`src/rtl/unidad_busqueda.sv`:
```
`timescale 1ns/1ps
// Instruction fetch sequencer: streams a loadable program memory into the chocorrol
// datapath one word per clock, inserting all-zero no-ops whenever nothing new is issued.
module unidad_busqueda #(
    parameter int                     ANCHO_INSTR = 20,
    parameter int                     PROF        = 32,
    parameter logic [ANCHO_INSTR-1:0] PARO        = 20'hFFFFF
) (
    input  logic                     clk,
    input  logic                     rst_n,
    input  logic                     inicio,
    input  logic                     pausa,
    input  logic                     carga_we,
    input  logic [$clog2(PROF)-1:0]  carga_dir,
    input  logic [ANCHO_INSTR-1:0]   carga_dato,
    output logic [ANCHO_INSTR-1:0]   instr,
    output logic                     instr_valida,
    output logic [$clog2(PROF)-1:0]  pc,
    output logic [$clog2(PROF):0]    num_instr,
    output logic                     ocupado,
    output logic                     fin
);
    localparam int AW = $clog2(PROF);
    localparam logic [AW-1:0] PC_MAX  = AW'(PROF - 1);
    localparam logic [AW-1:0] PC_UNO  = AW'(1);
    localparam logic [AW:0]   NUM_UNO = (AW + 1)'(1);

    typedef enum logic [1:0] {REPOSO, EJECUTA, FIN} estado_t;

    estado_t                estado_q;
    logic [AW-1:0]          pc_q;
    logic [AW:0]            num_q;
    logic [ANCHO_INSTR-1:0] instr_q;
    logic                   valida_q;
    logic [ANCHO_INSTR-1:0] mem_q [PROF];
    logic [ANCHO_INSTR-1:0] palabra;

    assign palabra = mem_q[pc_q];

    // Program memory has no reset so a program survives rst_n; loads are locked out while running.
    always_ff @(posedge clk) begin
        if (carga_we && (estado_q != EJECUTA)) begin
            mem_q[carga_dir] <= carga_dato;
        end
    end

    always_ff @(posedge clk or negedge rst_n) begin
        if (!rst_n) begin
            estado_q <= REPOSO;
            pc_q     <= '0;
            num_q    <= '0;
            instr_q  <= '0;
            valida_q <= 1'b0;
        end else begin
            valida_q <= 1'b0;
            case (estado_q)
                REPOSO, FIN: begin
                    if (inicio) begin
                        estado_q <= EJECUTA;
                        pc_q     <= '0;
                        num_q    <= '0;
                    end
                end
                EJECUTA: begin
                    if (!pausa) begin
                        if (palabra == PARO) begin
                            estado_q <= FIN;
                        end else begin
                            instr_q  <= palabra;
                            valida_q <= 1'b1;
                            num_q    <= num_q + NUM_UNO;
                            // The last word stops the run instead of wrapping back to 0.
                            if (pc_q == PC_MAX) begin
                                estado_q <= FIN;
                            end else begin
                                pc_q <= pc_q + PC_UNO;
                            end
                        end
                    end
                end
                default: estado_q <= REPOSO;
            endcase
        end
    end

    assign instr        = valida_q ? instr_q : '0;
    assign instr_valida = valida_q;
    assign pc           = pc_q;
    assign num_instr    = num_q;
    assign ocupado      = (estado_q == EJECUTA);
    assign fin          = (estado_q == FIN);

endmodule

```
`config.mk`:
```
export PLATFORM = sky130hd
export DESIGN_NAME = unidad_busqueda
export DESIGN_NICKNAME = d
export VERILOG_FILES = /design/src/rtl/unidad_busqueda.sv
export SDC_FILE = /design/constraint.sdc
export NUM_CORES = 1
export LEC_CHECK = 0
export ABC_AREA = 1
export BUFFER_PORTS_ARGS = -buffer_cell sky130_fd_sc_hd__buf_2
export CAP_MARGIN = 20
export CORE_AREA = 2 2 267 269
export CTS_CLUSTER_SIZE = 14
export DETAILED_ROUTE_END_ITERATION = 8
export DIE_AREA = 0 0 269 271
export PLACE_DENSITY = 0.67
export SLEW_MARGIN = 10
export SYNTH_ARGS = -nofsm -noshare
export SYNTH_HDL_FRONTEND = slang
export SYNTH_SLANG_ARGS = --single-unit
```
`constraint.sdc`:
```
create_clock -name clk -period 3 [get_ports clk]
set_input_delay 0.6 -clock clk [delete_from_list [all_inputs] [get_ports clk]]
set_output_delay 0.6 -clock clk [all_outputs]
set_load 0.01 [all_outputs]
```
==> impl_summary.log <==
INFO  metric die-area = 72900 sq um
INFO  metric cts_stage_hold_buffer_count = 0
INFO  metric cpMostUsedCell = sky130_fd_sc_hd__nand2_1
INFO  metric detail_route.wirelength = 75510 um
INFO  metric vias_per_cell = 5.421
INFO  metric tritoncts = built
INFO  metric r2r_slack = 0.13 ns
INFO  metric cap_violations = 0
INFO  metric die-width = 269 um
INFO  metric worst_ep_required_time = 3.49 ns
INFO  metric layout-area-overhead-vs-synth = 17.00%
INFO  metric pre_cts_ws = 0.1259 ns
INFO  metric highest_achievable_clock_rate = 0.3479 GHz
INFO  metric depth_of_the_most_critical_reg_to_reg_path = 20
INFO  metric worst_path_max_delay_cell = sky130_fd_sc_hd__dfrtp_4
INFO  metric top_usage_layer = met2
INFO  metric timing_hold_violations_final = 0
INFO  metric antenna_found_initial = 0
INFO  metric clkSlewWorstSetupHoldPaths = 0.06 ns
INFO  metric route.vias.total = 19230
INFO  metric r2r_end = pc[2]
INFO  metric core.rowCount = 97
INFO  metric drt-wirelength-per-cell = 21.29 um
INFO  metric timing_max_transition_violations_final = 0
INFO  metric htreeDepth = 3
INFO  metric synth.yosys.warnings = 0
INFO  metric run_status = finished clean
INFO  metric wire_length_of_the_first_global_routing_pass = 110500 um
INFO  metric globalplace.congestion = 0.8213
INFO  metric hold-worst-slack = 0.08158 ns
INFO  metric critPathLaunchType = flip-flop
INFO  metric total_power = 27.24 mW
INFO  metric number_of_global_route_vias_before_repair = 18180
INFO  metric dr.pass1.iters = 5
INFO  metric place_area = 29910 sq um
INFO  metric layout.cells.most_common = sky130_fd_sc_hd__nand2_1
INFO  metric fin_util = 0.4658
INFO  metric grt_max_degree = 83
INFO  metric slowest_delay = 0.54 ns
INFO  metric finalCritPeriodShare = 0.9582
INFO  metric boundaryPins = 64
INFO  metric cts_sinks = 674
INFO  metric floorplan.die.height = 271 um
INFO  metric worst_clock_skew = 0.01937 ns
INFO  metric criticalPathCategory = flip-flop to flip-flop
INFO  metric ys_types = 27
INFO  metric finalSetupViolCount = 0
INFO  metric finalSetupTns = 0 ns
INFO  metric rr_startpoint = pc[0]
INFO  metric grt_usage = 0.2017
INFO  metric syn_area = 27780 sq um
INFO  metric dpl.hpwl = 41000 um
INFO  metric gr-total-overflow = 0
INFO  metric proportion_of_synthesized_chip_area_in_sequential_cells = 0.7224
INFO  metric synth_seq_cells = 674
INFO  metric timing.hold.worst.class = primary input to async pin
INFO  metric dp_cells = 3405
INFO  metric numCtsBuffers = 70
INFO  metric cp_cell_sequence = clkinv_8 -> buf_8 -> clkbuf_16 -> nand2_1 -> nand3_1 -> nand3_1 -> nand2_1 -> nand2_1 -> nand2_1 -> nand2_1 -> nand2_1 -> nand2_1 -> nor2_1 -> nand2_1 -> nor2_1 -> nand3_2 -> nand3_2 -> nand2_1 -> nand2_1 -> nand2_1
INFO  metric route.detailed.drc = 0
INFO  metric drt-initial-drc-count = 2400
INFO  metric timing.critical_path.arrival = 3.37 ns
INFO  metric vdd.ir_drop.worst = 0.0005297 V
INFO  metric insertion_delay = 0.61 ns
INFO  metric stdcell_area = 32500 sq um
INFO  metric critical_path.endpoint_type = flip-flop
INFO  metric post_syn_nets = 2478
INFO  metric syn_inst = 2445
INFO  metric post_route_cells_drive_above_1_share = 0.1254
INFO  metric tightest_slew = 0.7869 ns
INFO  metric ctsRootBufferMaster = sky130_fd_sc_hd__clkbuf_16
INFO  metric post-route-worst-setup-slack = 0.1255 ns
INFO  metric core = 69790 sq um
INFO  metric post_synth.cell_area_avg = 11.36 sq um
INFO  metric p_per_area = 838.0 nW/um^2
INFO  metric effective_utilization_at_floorplan = 0.3981
INFO  metric met2_track_demand_over_resource = 0.3325
INFO  metric insertedDiodeCount = 0
INFO  metric portBuffers = 63
INFO  metric path_max_fanout = 17
INFO  metric cellLeakagePower = 12.20 nW
INFO  metric min_period = 2.875 ns
INFO  metric stdcell_count = 3547
INFO  metric grt_met1_use = 0.2644
INFO  metric gr-usage-met3 = 0.04087
INFO  metric cts_buffer_depth = 3
INFO  metric final.fill_count = 6088
INFO  metric design.final.nets = 2586
INFO  metric final_antenna_net_count = 0
INFO  metric mostFrequentLayoutCells = sky130_fd_sc_hd__nand2_1 (976), sky130_fd_sc_hd__edfxtp_1 (640), sky130_fd_sc_hd__nand3_1 (512)
INFO  metric max-slew-margin-rel = 0.4754
-- synthesized netlist by cell type --
cell type	number	area [sq um]
sky130_fd_sc_hd__xor2_1	5	43.79
sky130_fd_sc_hd__nand3_1	513	2567
sky130_fd_sc_hd__dfrtp_1	34	850.8
sky130_fd_sc_hd__nor2_1	56	210.2
sky130_fd_sc_hd__ha_1	3	37.54
sky130_fd_sc_hd__nand3_2	1	10.01
sky130_fd_sc_hd__or2_2	2	12.51
sky130_fd_sc_hd__a21oi_1	2	10.01
sky130_fd_sc_hd__inv_6	1	8.760
sky130_fd_sc_hd__inv_2	4	15.01
sky130_fd_sc_hd__edfxtp_1	640	19220
sky130_fd_sc_hd__buf_6	17	191.4
sky130_fd_sc_hd__clkbuf_1	35	131.4
sky130_fd_sc_hd__o21ai_1	8	40.04
sky130_fd_sc_hd__o211ai_1	1	7.510
sky130_fd_sc_hd__inv_1	34	127.6
sky130_fd_sc_hd__nand2_4	1	11.26
sky130_fd_sc_hd__nand4_1	6	37.54
sky130_fd_sc_hd__nor2_2	1	6.260
sky130_fd_sc_hd__buf_4	27	202.7
sky130_fd_sc_hd__buf_2	49	245.2
sky130_fd_sc_hd__buf_1	11	41.29
sky130_fd_sc_hd__clkinv_1	2	7.510
sky130_fd_sc_hd__nand2_2	1	6.260
sky130_fd_sc_hd__nand2_1	985	3697
sky130_fd_sc_hd__o21ai_0	5	25.02
sky130_fd_sc_hd__buf_12	1	20.02
-- critical path, delay by kind of cell (launching register included) --
kind,cells,cell delay (ns)
buffers and inverters,3,0.52
DFF,1,0.54
and+or+nand+nor,17,1.69
-- cell type report --
type                       count  area, sq um  area share
multi-input combinational   1590         6850      0.2107
clock inverter                32        297.8    0.009161
clock buffer                  94         1904     0.05859
timing repair buffer         176         2023     0.06224
sequential                   674        20080      0.6178
tap                          940         1176     0.03618
inverter                      41        171.4    0.005273
-- power by group --
part	leakage, nW	switching, mW	internal [mW]
clock	1.06	3.50	4.89
sequential	6.18	0.199	10.6
combinational	4.95	5.39	2.68
total	12.2	9.08	18.2
-- sequential cells by signal, indices dropped and copies added, names as in the netlist --
name	cells
mem_q	640
pc	5
num_instr	6
instr_valida	1
instr_q	20
estado_q	2
-- worst max path at each step --
stage / from / end / slack, ns
2_1_floorplan: carga_we / mem_q[0][0] / 0.67
3_3_place_gp: pc[0] / instr_q[9] / 0.20
3_5_place_dp: pc[0] / instr_q[10] / 0.13
4_1_cts: pc[0] / pc[2] / 0.11
5_1_grt: pc[0] / pc[2] / -0.008
6_report: pc[0] / pc[2] / 0.13
-- cell families after synthesis --
group	Yosys count	share of synthesized area
and+or+nand+nor	1566	0.2361
DFF	674	0.7224
buffers and inverters	181	0.03567
AOI/OAI and AO/OA	16	0.002972
xor gates and xnor gates	5	0.001576
adders and majority gates	3	0.001351
-- repair_timing --
item,4_1_cts,5_1_grt
resized for setup,0,30
endpoints found under the setup margin,0,32
buffers inserted,0,7
-- metal layers --
metal / vias to the layer above / wire length (um)
met5: - / 0
met4: 0 / 2104
met3: 147 / 7284
met2: 994 / 36360
met1: 9420 / 29760
li1: 8669 / -
(Power assumes the default switching activity.)
